[config.mk]
export PLATFORM = sky130hd
export DESIGN_NAME = id_ex_stage
export DESIGN_NICKNAME = d
export VERILOG_FILES = /design/src/rtl/mips_pkg.sv /design/src/rtl/load_use_detect.sv /design/src/rtl/id_ex_stage.sv
export SDC_FILE = /design/constraint.sdc
export NUM_CORES = 1
export LEC_CHECK = 0
export ABC_AREA = 1
export CORE_AREA = 2 2 118 120
export DETAILED_ROUTE_END_ITERATION = 16
export DIE_AREA = 0 0 120 122
export PLACE_DENSITY = 0.8
export SKIP_LAST_GASP = 1
export SYNTH_ARGS = -nofsm -noshare
export SYNTH_HDL_FRONTEND = slang
export SYNTH_SLANG_ARGS = --single-unit
[constraint.sdc]
create_clock -name clk -period 2.9 [get_ports clk]
set_input_delay 0.58 -clock clk [delete_from_list [all_inputs] [get_ports clk]]
set_output_delay 0.58 -clock clk [all_outputs]
set_load 0.01 [all_outputs]
[src/rtl/mips_pkg.sv]
// Shared MIPS definitions: opcodes, ALU-op encodings and the control bundle
// carried by every pipeline register.
package mips_pkg;

  localparam int ALU_OP_W = 2;

  localparam logic [5:0] OP_RTYPE = 6'h00;
  localparam logic [5:0] OP_J     = 6'h02;
  localparam logic [5:0] OP_BEQ   = 6'h04;
  localparam logic [5:0] OP_ADDI  = 6'h08;
  localparam logic [5:0] OP_LW    = 6'h23;
  localparam logic [5:0] OP_SW    = 6'h2b;

  localparam logic [5:0] FN_ADD   = 6'h20;
  localparam logic [5:0] FN_SUB   = 6'h22;
  localparam logic [5:0] FN_AND   = 6'h24;
  localparam logic [5:0] FN_OR    = 6'h25;
  localparam logic [5:0] FN_SLT   = 6'h2a;

  typedef enum logic [ALU_OP_W-1:0] {
    ALU_ADD   = 2'b00,
    ALU_SUB   = 2'b01,
    ALU_FUNCT = 2'b10,
    ALU_RSVD  = 2'b11
  } alu_op_e;

  localparam logic [4:0] REG_ZERO = 5'd0;

  typedef struct packed {
    logic                reg_write;
    logic                mem_read;
    logic                mem_write;
    logic                mem_to_reg;
    logic                alu_src;
    logic [ALU_OP_W-1:0] alu_op;
  } ctrl_t;

  localparam ctrl_t CTRL_NOP = '0;

endpackage

[src/rtl/load_use_detect.sv]
// Load-use hazard equation: the instruction in ID needs a register that the
// load currently in EX has not yet produced.
module load_use_detect
  import mips_pkg::*;
#(
  parameter int REG_AW = 5
) (
  input  logic              id_valid,
  input  logic              ex_valid,
  input  logic              ex_mem_read,
  input  logic [REG_AW-1:0] ex_dest,
  input  logic [REG_AW-1:0] id_rs,
  input  logic [REG_AW-1:0] id_rt,
  input  logic              id_uses_rt,
  output logic              hz
);

  logic dest_live;
  logic rs_match;
  logic rt_match;

  // $0 is hardwired, so a load targeting it can never be a real dependency.
  assign dest_live = (ex_dest != REG_AW'(REG_ZERO));
  assign rs_match  = (ex_dest == id_rs);
  assign rt_match  = id_uses_rt & (ex_dest == id_rt);

  assign hz = id_valid & ex_valid & ex_mem_read & dest_live & (rs_match | rt_match);

endmodule

[src/rtl/id_ex_stage.sv]
// ID/EX pipeline register: drives register-bank selects, captures operands and
// decoded control, and turns load-use hazards or flushes into bubbles.
module id_ex_stage
  import mips_pkg::*;
#(
  parameter int DATA_W  = 32,
  parameter int REG_AW  = 5,
  parameter int ALUOP_W = ALU_OP_W
) (
  input  logic               clk,
  input  logic               rst_n,
  input  logic               id_valid,
  input  logic [31:0]        id_instr,
  input  logic [DATA_W-1:0]  id_pc4,
  input  logic               id_uses_rt,
  input  logic               id_reg_write,
  input  logic               id_mem_read,
  input  logic               id_mem_write,
  input  logic               id_mem_to_reg,
  input  logic               id_alu_src,
  input  logic               id_reg_dst,
  input  logic [ALUOP_W-1:0] id_alu_op,
  input  logic               flush,
  output logic [REG_AW-1:0]  s_rs,
  output logic [REG_AW-1:0]  s_rt,
  input  logic [DATA_W-1:0]  rs_data,
  input  logic [DATA_W-1:0]  rt_data,
  output logic               stall,
  output logic               ex_valid,
  output logic [DATA_W-1:0]  ex_pc4,
  output logic [DATA_W-1:0]  ex_rs_val,
  output logic [DATA_W-1:0]  ex_rt_val,
  output logic [DATA_W-1:0]  ex_imm,
  output logic [REG_AW-1:0]  ex_rs_num,
  output logic [REG_AW-1:0]  ex_rt_num,
  output logic [REG_AW-1:0]  ex_dest,
  output logic               ex_reg_write,
  output logic               ex_mem_read,
  output logic               ex_mem_write,
  output logic               ex_mem_to_reg,
  output logic               ex_alu_src,
  output logic [ALUOP_W-1:0] ex_alu_op
);

  logic              valid_q,  valid_d;
  logic [DATA_W-1:0] pc4_q,    pc4_d;
  logic [DATA_W-1:0] rs_val_q, rs_val_d;
  logic [DATA_W-1:0] rt_val_q, rt_val_d;
  logic [DATA_W-1:0] imm_q,    imm_d;
  logic [REG_AW-1:0] rs_num_q, rs_num_d;
  logic [REG_AW-1:0] rt_num_q, rt_num_d;
  logic [REG_AW-1:0] dest_q,   dest_d;
  ctrl_t             ctrl_q,   ctrl_d;

  logic              hz;
  logic              capture;
  logic [REG_AW-1:0] id_rs;
  logic [REG_AW-1:0] id_rt;
  logic [REG_AW-1:0] id_rd;

  assign id_rs = id_instr[25:21];
  assign id_rt = id_instr[20:16];
  assign id_rd = id_instr[15:11];

  assign s_rs = id_rs;
  assign s_rt = id_rt;

  load_use_detect #(
    .REG_AW (REG_AW)
  ) u_load_use_detect (
    .id_valid    (id_valid),
    .ex_valid    (valid_q),
    .ex_mem_read (ctrl_q.mem_read),
    .ex_dest     (dest_q),
    .id_rs       (id_rs),
    .id_rt       (id_rt),
    .id_uses_rt  (id_uses_rt),
    .hz          (hz)
  );

  // A flushed instruction is dead, so it must not hold the PC either.
  assign stall   = hz & ~flush;
  assign capture = id_valid & ~flush & ~hz;

  always_comb begin
    valid_d  = 1'b0;
    pc4_d    = '0;
    rs_val_d = '0;
    rt_val_d = '0;
    imm_d    = '0;
    rs_num_d = '0;
    rt_num_d = '0;
    dest_d   = '0;
    ctrl_d   = CTRL_NOP;
    if (capture) begin
      valid_d           = 1'b1;
      pc4_d             = id_pc4;
      rs_val_d          = rs_data;
      rt_val_d          = rt_data;
      imm_d             = {{(DATA_W-16){id_instr[15]}}, id_instr[15:0]};
      rs_num_d          = id_rs;
      rt_num_d          = id_rt;
      dest_d            = id_reg_write ? (id_reg_dst ? id_rd : id_rt) : '0;
      ctrl_d.reg_write  = id_reg_write;
      ctrl_d.mem_read   = id_mem_read;
      ctrl_d.mem_write  = id_mem_write;
      ctrl_d.mem_to_reg = id_mem_to_reg;
      ctrl_d.alu_src    = id_alu_src;
      ctrl_d.alu_op     = id_alu_op;
    end
  end

  always_ff @(posedge clk or negedge rst_n) begin
    if (!rst_n) begin
      valid_q  <= 1'b0;
      pc4_q    <= '0;
      rs_val_q <= '0;
      rt_val_q <= '0;
      imm_q    <= '0;
      rs_num_q <= '0;
      rt_num_q <= '0;
      dest_q   <= '0;
      ctrl_q   <= CTRL_NOP;
    end else begin
      valid_q  <= valid_d;
      pc4_q    <= pc4_d;
      rs_val_q <= rs_val_d;
      rt_val_q <= rt_val_d;
      imm_q    <= imm_d;
      rs_num_q <= rs_num_d;
      rt_num_q <= rt_num_d;
      dest_q   <= dest_d;
      ctrl_q   <= ctrl_d;
    end
  end

  assign ex_valid      = valid_q;
  assign ex_pc4        = pc4_q;
  assign ex_rs_val     = rs_val_q;
  assign ex_rt_val     = rt_val_q;
  assign ex_imm        = imm_q;
  assign ex_rs_num     = rs_num_q;
  assign ex_rt_num     = rt_num_q;
  assign ex_dest       = dest_q;
  assign ex_reg_write  = ctrl_q.reg_write;
  assign ex_mem_read   = ctrl_q.mem_read;
  assign ex_mem_write  = ctrl_q.mem_write;
  assign ex_mem_to_reg = ctrl_q.mem_to_reg;
  assign ex_alu_src    = ctrl_q.alu_src;
  assign ex_alu_op     = ctrl_q.alu_op;

endmodule

---- Yosys cells after proc, flatten, opt, wreduce, memory -nomap -nowiden ----
Cells that the tools add are included.
storage, ports and cells
  logic and storage cells ................. 39
  output and inout port bits .............. 162
  latch bits .............................. 0
  bits of input ports ..................... 141
  bits in read-only memories .............. 0
  bits in registers ....................... 151
  memories kept ........................... 0
  RAM bits ................................ 0
cells by class
  add/subtract/negate cells ............... 0
  $mul .................................... 0
  muxes and demuxes ....................... 11
  divide/modulo/power cells ............... 0
  $lt $le $gt $ge ......................... 0
  equal/unequal tests ..................... 2
  shifts and indexed selects .............. 0
  bitwise logic cells ..................... 11
  reductions and logical operators ........ 1
operator list
  kind                count
  $mux W32            4
  $mux W5             5
  $eq A5 B5 Y1        2
  $and A1 B1 Y1       8
  $mux W7             1
  $reduce_bool A5 Y1  1
  $not A1 Y1          2
  $mux W1             1
  $or A1 B1 Y1        1

---- Longest topological paths before layout ----
Gate-level depths: netlist of the first run.
  word-level depth ........................ 7
  gate-level depth with buffers ........... 11

---- Modules after synthesis ----
Synthesis of the first run repeated with hierarchy kept, for this count alone.
unflattened totals
  cells, all modules ...................... 517
  area total of the unflattened synthesis .. 5032.3 um^2
by module, submodules not included
  module           sequential area each (um^2)  instances  area an instance (um^2)  cells an instance
  id_ex_stage      3378.2                       1          4808.4                   464
  load_use_detect  0.0                          1          224.0                    53

---- Least setup slack after synthesis of the first run ----
No wires, ideal clock.
  kind .................................... in2out
  from .................................... in id_instr[16]
  to ...................................... out stall
  cell stages on the path ................. 8
  arrival ................................. 1147 ps
  data required time ...................... 2320 ps
  path buffers ............................ 0
  slack ................................... 1173 ps
  cells stage by stage .................... inv_1 nand2_1 nand2_1 nor2_1 nand3_1 nand2_1 nand2_1 nor2_1
on the way
  longest elaborated chain between the ends .. 5
ends and longest elaborated chain
  item                RTL line               RTL
  start: declaration  id_ex_stage.sv:13      input logic [31:0] id_instr,
  $eq A5 B5 Y1        load_use_detect.sv:25  assign rt_match = id_uses_rt & (ex_dest == id_rt);
  $and A1 B1 Y1       load_use_detect.sv:25
  $or A1 B1 Y1        load_use_detect.sv:27  assign hz = id_valid & ex_valid & ex_mem_read & dest_live & (rs_match | rt_match);
  $and A1 B1 Y1       load_use_detect.sv:27
  $and A1 B1 Y1       id_ex_stage.sv:82      assign stall = hz & ~flush;
  end: declaration    id_ex_stage.sv:28      output logic stall,
No other way between the ends.

---- Final worst setup path of the first run ----
  from .................................... in id_instr[20]
  to ...................................... out stall
Same word-level chain as after synthesis.

==> flow_metrics.env, run 1 <==
export IMPL_grt_max_degree=87
export IMPL_critPathCaptureType="output pin"
export IMPL_gr_usage_met3=0.0618
export IMPL_final_nets=921
export IMPL_global_route_overflow_total=0
export IMPL_routed_wirelength_um=12600
export IMPL_grt_first_pass_wirelength_um=19100
export IMPL_crit_path_max_fanout=3
export IMPL_share_of_synthesized_flip_flops_with_an_asynchronous_set_or_reset=1.00
export IMPL_gp_congestion=0.828
export IMPL_tightestPinTransition_ns=0.487
export IMPL_synthesis_area_um2=4930
export IMPL_synth_top_cell_area_share=0.685
export IMPL_synth_yosys_seq_area_share=0.685
export IMPL_grt_usage=0.173
export IMPL_crit_arrival_ns=1.82
export IMPL_pins_over_slew_limit=0
export IMPL_clk_insertion_delay_late_ns=0.41
export IMPL_synth_cells_most_frequent="nor2_1 (143), inv_1 (137), dfrtp_1 (135)"
export IMPL_worst_hold_slack_ns=0.0703
export IMPL_critical_path_class="input pin to output pin"
export IMPL_start_kind="input pin"
export IMPL_number_of_global_route_vias_before_repair=3717
export IMPL_final_core_util=0.629
export IMPL_grtUsageMet2=0.293
export IMPL_synth_top_cells_by_area="dfrtp_1 (69%), nor2_1 (11%), inv_1 (10%)"
export IMPL_numCtsBuffers=17
export IMPL_n_fill_cell=1057
export IMPL_num_vias=3924
export IMPL_synth_lib_cells_used_distinct=14
export IMPL_path_clk_slew_ns=0.06
export IMPL_wl_per_cell_um=13.0
export IMPL_synthAdderAreaFrac=0
export IMPL_min_period_ns=2.40
export IMPL_status="finished clean"
export IMPL_yosys_cell_count_top_type="nor2_1"
export IMPL_std_cell_rows=43
export IMPL_diodes=0
export IMPL_avgSynthCellArea_um2=9.86
export IMPL_finalSetupTns_ns=0
export IMPL_post_synth_xor_area_fraction=0.00178
export IMPL_synth_top_family_by_area="buffers and inverters"
export IMPL_numPortBuffers=296
export IMPL_worstHoldPathType="input pin to async pin"
export IMPL_synth_enable_flop_cells=0
export IMPL_postCtsSetupRepairBufs=0
export IMPL_synth_simple_gate_area_share=0.136
export IMPL_initial_utilization=0.365
export IMPL_cp_data_required_time_ns=2.32
export IMPL_viasPerCell=4.04
export IMPL_cts_max_level=4
export IMPL_area_growth_synth_to_final_pct=72.3
export IMPL_initial_antenna_violation_count=0
export IMPL_global_route_usage_met1=0.194
export IMPL_clock_skew_ns=0.00649
export IMPL_clk_path_buf_depth=2
export IMPL_synth_cells=500
export IMPL_setup_violations=0
export IMPL_highest_clock_rate_ghz=0.416
export IMPL_detailedRoute_firstPassIterationCount=4
export IMPL_die_x_um=120
export IMPL_yosys_warnings=0
export IMPL_final_design_area_no_fill_um2=8490
export IMPL_synth_compound_area_frac=0.0102
export IMPL_post_route_cells_drive_above_1_share=0.0467
export IMPL_timing_slew_headroom=0.675
export IMPL_detailed_place_area_um2=7900
export IMPL_rsz0062_at_grt="false"
export IMPL_detail_route_iter0_violations=233
export IMPL_finalCritPeriodShare=0.829
export IMPL_detailed_place_hpwl_um=9570
export IMPL_synth_ff_type="dfrtp_1"
export IMPL_design_die_area_um2=14600
export IMPL_max_rail_drop_vdd_v=0.000356
export IMPL_synth_seq_cells=135
export IMPL_chipHeight_um=122
export IMPL_area_of_the_core_region_um2=13500
export IMPL_maxCapViolCount=0
export IMPL_drtAntennaViolNets=0
export IMPL_clk_root_buffer_cell="clkbuf_16"
export IMPL_cts_tree="yes"
export IMPL_powerDensity_nw_per_um2=554
export IMPL_postSynthNetCount=641
export IMPL_timing_hold_violations_final=0
export IMPL_synthDominantAreaCellType="dfrtp_1"
export IMPL_remaining_drc_errors=0
export IMPL_cts_sink_count=135
export IMPL_boundaryPins=303
export IMPL_total_leakage_power_uw=0.00439
export IMPL_proportion_of_synthesized_area_in_mux_cells=0
export IMPL_top_usage_layer="met2"
export IMPL_totalPowerFinal_uw=4700
-- stage by stage --
step	cells	worst slack (ns)
after global placement	941	0.130
final	972	0.496
after CTS	972	0.107
after detailed placement	941	0.108
after global routing	972	0.342
after floorplan	500	1.17
-- worst max-delay path, stage by stage --
cell             delay (ns)
clkdlybuf4s50_1        0.51
inv_1                  0.08
nand2_1                0.06
nand2_1                0.04
nor2_1                 0.12
nand3_1                0.08
nand2_1                0.07
nand2_1                0.06
nor2_1                 0.07
dlymetal6s2s_1         0.16
-- area by class of cell --
| class | instances | area [um^2] | share of cell area |
|---|---|---|---|
| multi-input cells | 187 | 734 | 0.0865 |
| clock buffers | 19 | 443 | 0.0522 |
| repair buffers | 301 | 3040 | 0.358 |
| flip-flops and latches | 135 | 3380 | 0.398 |
| well taps | 180 | 225 | 0.0265 |
| clock inverters | 12 | 153 | 0.0180 |
| inverters | 138 | 518 | 0.0610 |
-- metal layers --
layer  vias to the layer above  share of wire
met5                         -              0
met4                         0          0.026
met3                        24          0.082
met2                       185           0.52
met1                      1799           0.37
li1                       1916              -
-- kinds of logic (layout without fill, tap and decap cells) --
logic type / after synthesis / in the layout
compound gates: 10 / 10
xor+xnor: 1 / 1
flops: 135 / 135
buf+inv: 178 / 470
simple gates: 176 / 176
-- worst paths after layout --
path / startpoint / end / slack, ns / cells past startpoint
worst max-delay path: id_instr[20] / stall / 0.50 / 10
worst min-delay path: rst_n / ex_rt_val[22] / 0.07 / 1
min in group clk: id_alu_op[1] / ex_alu_op[1] / 0.68 / 3
max in group asynchronous: rst_n / ex_rt_val[4] / 2.11 / 2
worst min register to register: ex_mem_read / ex_valid / 1.06 / 7
worst max register to register: ex_dest[0] / ex_pc4[18] / 1.06 / 11
-- layout by cell type, fill, tap and decap left out, drive strengths merged --
cell type,Yosys,routed
xnor2,1,1
nor2,143,143
clkbuf,0,19
o21ai,5,5
a21oi,5,5
buf,40,6
nand3,2,2
nand2,29,29
clkdlybuf4s50,0,294
clkinv,1,8
dlymetal6s2s,0,1
bufinv,0,3
clkinvlp,0,1
dfrtp,135,135
inv,137,138
nand4,2,2
-- power by group --
group / internal (uW) / switching (uW)
Sequential: 1960 / 23.8
Combinational: 347 / 236
Clock: 1370 / 773
-- timing repair --
| item | 4_1_cts | 5_1_grt |
|---|---|---|
| resized for setup | 0 | 1 |
| setup endpoints to repair | 0 | 1 |
| hold buffers | 0 | 0 |
No activity file was read; power rests on OpenSTA's default activity.
==> run 2: changes to the inputs <==
- CORE_AREA: 2 2 118 120 -> unset
- CORE_MARGIN: unset -> 1
- CORE_UTILIZATION: unset -> 33
- DIE_AREA: 0 0 120 122 -> unset
- PLACE_DENSITY: 0.8 -> 0.76
- clock period: 2.9 -> 2.05 ns (I/O delays scaled with it)
==> flow_metrics.env, run 2 (synthesis gave the netlist of run 1 again) <==
export IMPL_cts_max_level=4
export IMPL_min_period_ns=1.99
export IMPL_final_design_area_no_fill_um2=8620
export IMPL_numPortBuffers=296
export IMPL_final_core_util=0.593
export IMPL_finalCritPeriodShare=0.972
export IMPL_remaining_drc_errors=0
export IMPL_cp_data_required_time_ns=1.64
export IMPL_crit_path_max_fanout=3
export IMPL_rsz0062_at_grt="true"
export IMPL_drtAntennaViolNets=0
export IMPL_highest_clock_rate_ghz=0.502
export IMPL_grt_first_pass_wirelength_um=21100
export IMPL_multiInputGateArea_um2=734
export IMPL_area_of_the_core_region_um2=14500
export IMPL_dpl_cell_count=955
export IMPL_gp_congestion=0.799
export IMPL_worstHoldPathType="input pin to flop"
export IMPL_timing_slew_headroom=0.748
export IMPL_clock_skew_ns=0.00685
export IMPL_detailed_place_area_um2=8000
export IMPL_detailed_place_hpwl_um=9840
export IMPL_path_clk_slew_ns=0.05
export IMPL_grt_max_degree=58
export IMPL_clk_root_buffer_cell="clkbuf_16"
export IMPL_postLayoutSetupSlackWorst_ns=0.0578
export IMPL_crit_arrival_ns=1.58
export IMPL_critical_path_class="input pin to output pin"
export IMPL_chipHeight_um=124
export IMPL_post_route_cells_drive_above_1_share=0.0697
export IMPL_routed_wirelength_um=13100
export IMPL_timing_hold_violations_final=0
export IMPL_std_cell_rows=44
export IMPL_n_fill_cell=1214
export IMPL_number_of_global_route_vias_before_repair=4132
export IMPL_detailedRoute_firstPassIterationCount=4
export IMPL_area_growth_synth_to_final_pct=75.0
export IMPL_design_die_area_um2=15400
export IMPL_setup_violations=0
export IMPL_detail_route_iter0_violations=155
export IMPL_postCtsSetupRepairBufs=0
export IMPL_viasPerCell=4.06
export IMPL_sequential_cell_area_um2=3380
export IMPL_initial_utilization=0.339
export IMPL_wl_per_cell_um=13.3
export IMPL_initial_antenna_violation_count=0
export IMPL_powerDensity_nw_per_um2=773
export IMPL_grt_usage=0.177
export IMPL_status="finished clean"
export IMPL_mostFrequentLayoutCells="clkdlybuf4s50_1 (286), nor2_1 (143), inv_1 (135)"
export IMPL_totalPowerFinal_uw=6670
export IMPL_num_vias=4015
export IMPL_max_rail_drop_vdd_v=0.000516
export IMPL_pins_over_slew_limit=0
export IMPL_tightestPinTransition_ns=0.378
export IMPL_clk_insertion_delay_late_ns=0.41
export IMPL_die_x_um=124
export IMPL_boundaryPins=303
export IMPL_diodes=0
export IMPL_global_route_overflow_total=0
export IMPL_post_place_ws_ns=-0.389
export IMPL_total_leakage_power_uw=0.00449
export IMPL_cts_tree="yes"
export IMPL_maxCapViolCount=0
export IMPL_final_nets=932
export IMPL_clk_path_buf_depth=2
export IMPL_fin_cells=988
export IMPL_layout_cells_most_common="clkdlybuf4s50_1"
export IMPL_critPathCaptureType="output pin"
export IMPL_cts_sink_count=135
export IMPL_start_kind="input pin"
export IMPL_numCtsBuffers=17
## run 2: changes by cell type in the layout (fill, tap and decap cells not counted), sizes merged
cell           previous run  this run
clkdlybuf4s50           294       286
dlymetal6s2s              1         7
dlygate4sd2               0         1
bufinv                    3         2
inv                     138       140
buf                       6        17
dlygate4sd3               0         1
## run 2: worst paths after layout
| path | slack (ns) | cells after the start | start | end |
|---|---|---|---|---|
| max | 0.06 | 3 | id_instr[18] | s_rt[2] |
| min | 0.32 | 3 | id_instr[21] | ex_rs_num[0] |
| min reg2reg | 1.07 | 7 | ex_valid | ex_rs_val[24] |
| min in group asynchronous | 0.48 | 2 | rst_n | ex_rt_val[23] |
| max in group asynchronous | 0.92 | 3 | rst_n | ex_imm[30] |
| max reg2reg | 0.41 | 11 | ex_dest[0] | ex_pc4[21] |
## run 2: timing repair
| action | CTS | global route |
|---|---|---|
| hold buffers | 1 | 0 |
| endpoints found under the hold margin | 37 | 0 |
| resized for setup | 7 | 11 |
| pin swaps | 0 | 2 |
| cloned | 0 | 0 |
| endpoints found under the setup margin | 18 | 1 |
## run 2: per-stage QoR
step	hold slack [ns]	setup TNS, ns
3_5_place_dp	0.347	-5.97
3_3_place_gp	0.344	-1.96
2_1_floorplan	0.114	0
5_1_grt	0.313	-0.00882
6_report	0.318	0
4_1_cts	0.476	0
## run 2: power breakdown
| group | total (uW) | internal [uW] | switching, uW |
|---|---|---|---|
| Clock | 3020 | 1870 | 1150 |
| Sequential | 2800 | 2770 | 33.9 |
| Combinational | 850 | 507 | 343 |
| Total | 6670 | 5140 | 1530 |
## run 2: layer usage
metal  GRT usage  vias to the layer above  share of wire
met5           0                        -              0
met4      0.0978                        0          0.036
met3      0.0685                       38          0.086
met2       0.294                      204           0.49
met1       0.193                     1832           0.38
li1            -                     1941              -
## run 2: critical path, stage by stage
cell	delay (ns)
clkdlybuf4s50_1	0.50
buf_4	0.13
clkdlybuf4s50_1	0.55
## run 2: area by class of cell
type,instances,area share
flip-flops and latches,135,0.392
well taps,184,0.0267
clock buffers,19,0.0525
clock inverters,13,0.0167
repair buffers,312,0.367
multi-input cells,187,0.0852
inverters,138,0.0601
